===== config.mk =====
export PLATFORM = sky130hd
export DESIGN_NAME = branch_predict_unit
export DESIGN_NICKNAME = d
export VERILOG_FILES = /design/src/rtl/branch_predict_unit.sv
export SDC_FILE = /design/constraint.sdc
export NUM_CORES = 2
export LEC_CHECK = 0
export CORE_MARGIN = 2
export CORE_UTILIZATION = 38
export DETAILED_ROUTE_END_ITERATION = 12
export GPL_ROUTABILITY_DRIVEN = 1
export PLACE_DENSITY = 0.56
export SLEW_MARGIN = 20
export SYNTH_ARGS = -nofsm -noshare
export SYNTH_HDL_FRONTEND = slang
export SYNTH_SLANG_ARGS = --single-unit

===== constraint.sdc =====
create_clock -name clk -period 26.8 [get_ports clk]
set_input_delay 8.04 -clock clk [delete_from_list [all_inputs] [get_ports clk]]
set_output_delay 8.04 -clock clk [all_outputs]
set_load 0.01 [all_outputs]

===== src/rtl/branch_predict_unit.sv =====
// Branch resolution for EX plus a direct-mapped BTB with 2-bit direction counters.
// IF gets a same-cycle prediction; EX trains the table and raises mispredict/recover.
module branch_predict_unit #(
  parameter int unsigned XLEN   = 32,
  parameter int unsigned IDX_W  = 6,
  parameter int unsigned STAT_W = 32
) (
  input  logic              clk,
  input  logic              rst,
  input  logic [XLEN-1:0]   PCF,
  output logic              PredTakenF,
  output logic [XLEN-1:0]   PredTargetF,
  input  logic              UpdateEnE,
  input  logic [2:0]        BranchTypeE,
  input  logic [XLEN-1:0]   Operand1E,
  input  logic [XLEN-1:0]   Operand2E,
  input  logic [XLEN-1:0]   PCE,
  input  logic [XLEN-1:0]   BrTargetE,
  input  logic              PredTakenE,
  input  logic [XLEN-1:0]   PredTargetE,
  output logic              BranchE,
  output logic              MispredictE,
  output logic [XLEN-1:0]   RecoverPCE,
  output logic [STAT_W-1:0] BranchCnt,
  output logic [STAT_W-1:0] MissCnt
);

  localparam int unsigned ENTRIES = 1 << IDX_W;
  localparam int unsigned TAG_W   = XLEN - IDX_W - 2;

  localparam logic [2:0] BR_BEQ  = 3'd1;
  localparam logic [2:0] BR_BNE  = 3'd2;
  localparam logic [2:0] BR_BLT  = 3'd3;
  localparam logic [2:0] BR_BLTU = 3'd4;
  localparam logic [2:0] BR_BGE  = 3'd5;
  localparam logic [2:0] BR_BGEU = 3'd6;

  logic              valid_q  [ENTRIES];
  logic [1:0]        ctr_q    [ENTRIES];
  logic [TAG_W-1:0]  tag_q    [ENTRIES];
  logic [XLEN-1:0]   target_q [ENTRIES];

  logic [IDX_W-1:0]  idx_f;
  logic [TAG_W-1:0]  tag_f;
  logic [IDX_W-1:0]  idx_e;
  logic [TAG_W-1:0]  tag_e;
  logic              hit_f;
  logic              hit_e;
  logic              br;
  logic              eq;
  logic              lt_s;
  logic              lt_u;
  logic              unused_bits;

  assign idx_f = PCF[IDX_W+1:2];
  assign tag_f = PCF[XLEN-1:IDX_W+2];
  assign idx_e = PCE[IDX_W+1:2];
  assign tag_e = PCE[XLEN-1:IDX_W+2];
  assign unused_bits = ^{PCF[1:0], PCE[1:0]};

  // IF lookup: asynchronous read, so a same-edge write is not yet visible
  assign hit_f       = valid_q[idx_f] && (tag_q[idx_f] == tag_f);
  assign PredTakenF  = hit_f && ctr_q[idx_f][1];
  assign PredTargetF = PredTakenF ? target_q[idx_f] : '0;

  assign eq   = (Operand1E == Operand2E);
  assign lt_s = ($signed(Operand1E) < $signed(Operand2E));
  assign lt_u = (Operand1E < Operand2E);

  always_comb begin
    BranchE = 1'b0;
    br      = 1'b0;
    case (BranchTypeE)
      BR_BEQ:  begin BranchE = eq;    br = UpdateEnE; end
      BR_BNE:  begin BranchE = !eq;   br = UpdateEnE; end
      BR_BLT:  begin BranchE = lt_s;  br = UpdateEnE; end
      BR_BLTU: begin BranchE = lt_u;  br = UpdateEnE; end
      BR_BGE:  begin BranchE = !lt_s; br = UpdateEnE; end
      BR_BGEU: begin BranchE = !lt_u; br = UpdateEnE; end
      default: begin BranchE = 1'b0;  br = 1'b0;      end
    endcase
  end

  assign MispredictE = br && ((BranchE != PredTakenE) ||
                              (BranchE && (PredTargetE != BrTargetE)));
  assign RecoverPCE  = BranchE ? BrTargetE : (PCE + XLEN'(4));

  assign hit_e = valid_q[idx_e] && (tag_q[idx_e] == tag_e);

  // Direction state: only valid and ctr are reset
  always_ff @(posedge clk) begin
    if (rst) begin
      for (int unsigned i = 0; i < ENTRIES; i++) begin
        valid_q[i] <= 1'b0;
        ctr_q[i]   <= 2'b01;
      end
    end else if (br) begin
      if (hit_e) begin
        if (BranchE) begin
          if (ctr_q[idx_e] != 2'b11) ctr_q[idx_e] <= ctr_q[idx_e] + 2'd1;
        end else if (ctr_q[idx_e] != 2'b00) begin
          ctr_q[idx_e] <= ctr_q[idx_e] - 2'd1;
        end
      end else if (BranchE) begin
        valid_q[idx_e] <= 1'b1;
        ctr_q[idx_e]   <= 2'b10;
      end
    end
  end

  // Any taken resolution refreshes tag/target (unchanged tag on a hit)
  always_ff @(posedge clk) begin
    if (!rst && br && BranchE) begin
      tag_q[idx_e]    <= tag_e;
      target_q[idx_e] <= BrTargetE;
    end
  end

  always_ff @(posedge clk) begin
    if (rst) begin
      BranchCnt <= '0;
      MissCnt   <= '0;
    end else if (br) begin
      if (BranchCnt != {STAT_W{1'b1}}) BranchCnt <= BranchCnt + STAT_W'(1);
      if (MispredictE && (MissCnt != {STAT_W{1'b1}})) MissCnt <= MissCnt + STAT_W'(1);
    end
  end

endmodule

==> flow_metrics.env <==
export IMPL_async_reset_ff_frac=0
export IMPL_firstDrtPassIters=10
export IMPL_p_comb_frac=0.077
export IMPL_start_util=0.382
export IMPL_synth_edf_count=3712
export IMPL_via_count=98300
export IMPL_overflow=0
export IMPL_numPortBuffers=327
export IMPL_grt_pass1_vias=96700
export IMPL_finalNetCount=9109
export IMPL_die_h_um=664
export IMPL_cp_arrival_ns=15.30
export IMPL_power_static_leakage_uw=0.0586
export IMPL_post_dp_hpwl_um=344000
export IMPL_drc=0
export IMPL_cts_tree="done"
export IMPL_postSynthCellCount=8440
export IMPL_cts_buffer_depth=4
export IMPL_synth_main_ff_cell="edfxtp_1"
export IMPL_min_path_type="flop to flop"
export IMPL_rows=242
export IMPL_clockPowerShare=0.422
export IMPL_status="complete, no violations"
export IMPL_powerDensity_nw_per_um2=69.6
export IMPL_synth_area_top_cells="edfxtp_1 (67%), mux4_2 (18%), dfxtp_1 (1.5%), mux2i_1 (1.5%), mux2_2 (1.1%)"
export IMPL_fmax_ghz=0.0429
export IMPL_p_sw_uw=3070
export IMPL_maxCapViolCount=0
export IMPL_cts_root_buf="clkbuf_16"
export IMPL_ctsResizeCount=0
export IMPL_wire_per_inst_um=41.7
export IMPL_finalClockSkew_ns=0.0786
export IMPL_die_area_um2=441000
export IMPL_seqPwrFrac=0.501
export IMPL_core_area_um2=434000
export IMPL_drtIter0Drc=16600
export IMPL_cp_start_kind="input port"
export IMPL_min_period_over_period=0.871
export IMPL_cts_htree_levels=5
export IMPL_p_sw_frac=0.233
export IMPL_cts_hold_buf=0
export IMPL_fin_setup_tns_ns=0
export IMPL_gp_congestion=0.913
export IMPL_clkLatencyLatePin_ns=1.03
export IMPL_fin_crit_ns=23.34
export IMPL_crit_top_cell="mux4_2"
export IMPL_wl_um=623000
export IMPL_syn_area_um2=166000
export IMPL_drt_vias_per_instance=6.57
export IMPL_rsz0062_at_grt="false"
export IMPL_grt_max_degree=126
export IMPL_relSlewSlack=0.174
export IMPL_cts_sinks=3840
export IMPL_drive_above_1_share=0.284
export IMPL_synth_top_area_cell="edfxtp_1"
export IMPL_setup_viol=0
export IMPL_fillCellCount=37200
export IMPL_yosys_register_bits=3840
export IMPL_ant_nets=0
export IMPL_cts_setup_buffers=0
export IMPL_synth_area_per_cell_um2=19.6
export IMPL_slew_violations=0
export IMPL_grt_antenna_before_repair=51
export IMPL_syn_num_nets=8674
export IMPL_ios=330
export IMPL_crit_type="input port to output port"
export IMPL_numCtsBuffers=403
export IMPL_vdd_drop_max_mv=0.0558
export IMPL_end_kind="output port"
export IMPL_yosys_warnings=0
export IMPL_internal_power_uw=10100
export IMPL_fin_util=0.437
export IMPL_chipWidth_um=664
export IMPL_slowest_stage="nand4_1"
export IMPL_worstMarginPinSlew_ns=1.24
export IMPL_synth_cell_types=87
export IMPL_grt_usage=0.275
export IMPL_seq_area_frac_synth=0.688
export IMPL_cp_max_fo=85
export IMPL_grt_first_pass_wirelength_um=836000
export IMPL_cp_required_ns=18.76
export IMPL_critPathMaxStageDelay_ns=0.89
export IMPL_hold_viol_final=0
export IMPL_area_delta_synth_final_pct=14.4
export IMPL_cp_cell_sequence="buf_8, buf_12, mux4_2, mux4_2, mux4_2, xnor2_1, nand3_1, nor3_1, nand4_1, buf_4, a211oi_1, clkdlybuf4s50_1"
export IMPL_synth_top_area_frac=0.673
export IMPL_cts_clk_slew_worst_paths_ns=0.06
## metrics by stage
| step | worst slack, ns | power (uW) | hold slack [ns] | cells | instance area (um^2) |
|---|---|---|---|---|---|
| after floorplan | 6.98 | 7270 | 0.443 | 8440 | 166000 |
| after global placement | 3.76 | 7720 | 0.461 | 14200 | 177000 |
| after detailed placement | 3.76 | 7740 | 0.472 | 14200 | 177000 |
| after CTS | 3.76 | 13200 | 0.487 | 14900 | 189000 |
| after global routing | 3.55 | 13500 | 0.499 | 14900 | 190000 |
| final | 3.46 | 13200 | 0.486 | 15000 | 190000 |
## power by group through the flow
stage                     sequential (uW)  clock [uW]  combinational (uW)
after floorplan                      6730           0                 535
after global placement               6730           0                 991
after detailed placement             6730           0                1000
after CTS                            6610        5630                1000
after global routing                 6610        5840                1040
final                                6610        5570                1020
## metal layers
metal,wire length [um],vias to the layer above,GRT usage
met5,121,-,0
met1,232000,52500,0.364
met4,41500,16,0.160
met3,70600,1585,0.0664
li1,-,37000,-
met2,278000,7145,0.416
## flip-flops by register name, summed over array words and instances (netlist names)
name,flops
tag_q,1536
BranchCnt,32
ctr_q,128
valid_q,64
target_q,2048
MissCnt,32
## layout by cell type, fill, tap and decap left out, drive strengths merged, types with 25 or more instances in the layout
cell type      Yosys  final
a211oi            59     59
a21boi            38     38
a21oi             97     97
a221o             53     53
a221oi           133    133
a22o              27     27
a22oi            134    134
and3              38     38
buf              328    425
bufinv             0     36
clkbuf           328    510
clkdlybuf4s50      0    260
clkinv             2    155
dfxtp            128    128
diode              0     25
edfxtp          3712   3712
ha                35     35
inv               49     70
mux2             165    165
mux2i            253    253
mux4            1290   1290
nand2            241    241
nand3             85     85
nand3b            28     28
nand4             41     41
nor2             213    213
nor2b             69     69
nor3              27     27
nor4              27     27
o2111ai           33     33
o21ai            143    143
o221ai            26     26
o22ai             99     99
o2bb2ai           80     80
o41ai             72     72
xnor2             74     74
xor2              60     60
## worst max-delay path, delay by kind of cell
| kind | cells | cell delay (ns) |
|---|---|---|
| AO/OA/AOI/OAI | 1 | 0.53 |
| XOR/XNOR | 1 | 0.36 |
| buffers and inverters | 4 | 2.46 |
| multiplexers | 3 | 1.42 |
| AND/OR/NAND/NOR | 3 | 2.20 |
## final cells by class
class | count | area [um^2] | share of cell area
Clock buffer | 509 | 10700 | 0.0563
Inverter | 51 | 204 | 0.00108
Tap cell | 5734 | 7170 | 0.0378
Antenna cell | 25 | 62.6 | 0.000330
Timing Repair Buffer | 686 | 6080 | 0.0321
Sequential cell | 3840 | 114000 | 0.602
Clock inverter | 219 | 2190 | 0.0115
Multi-Input combinational cell | 3893 | 49200 | 0.259
## Yosys cell counts (69+ instances only)
| master | instances |
|---|---|
| a21oi_1 | 97 |
| a221oi_1 | 133 |
| a22oi_1 | 134 |
| buf_1 | 111 |
| buf_2 | 145 |
| clkbuf_1 | 328 |
| dfxtp_1 | 128 |
| edfxtp_1 | 3712 |
| mux2_2 | 159 |
| mux2i_1 | 253 |
| mux4_2 | 1290 |
| nand2_1 | 241 |
| nand3_1 | 85 |
| nor2_1 | 211 |
| nor2b_1 | 69 |
| o21ai_0 | 142 |
| o22ai_1 | 99 |
| o2bb2ai_1 | 80 |
| xnor2_1 | 74 |
## path summary, 6_finish.rpt
| check | from | to | slack [ns] | cells after the start |
|---|---|---|---|---|
| max | PCF[4] | PredTargetF[15] | 3.46 | 12 |
| min | valid_q[40] | valid_q[40] | 0.49 | 1 |
| max reg2reg | tag_q[15][20] | ctr_q[25][1] | 20.56 | 11 |
| min reg2reg | valid_q[40] | valid_q[40] | 0.49 | 1 |
## cells by family (layout without fill, tap and decap cells)
family                   after synthesis  in the layout  share of synthesized area
AO/OA/AOI/OAI                       1123           1123                     0.0535
XOR/XNOR                             134            134                    0.00708
adder cells (fa/ha/maj)               35             35                    0.00264
buffers and inverters                707           1465                     0.0193
flip-flops                          3840           3840                      0.688
multiplexers                        1708           1708                      0.202
other                                  0             25                          0
AND/OR/NAND/NOR                      893            893                     0.0275
Power figures use the tool's default switching activity.
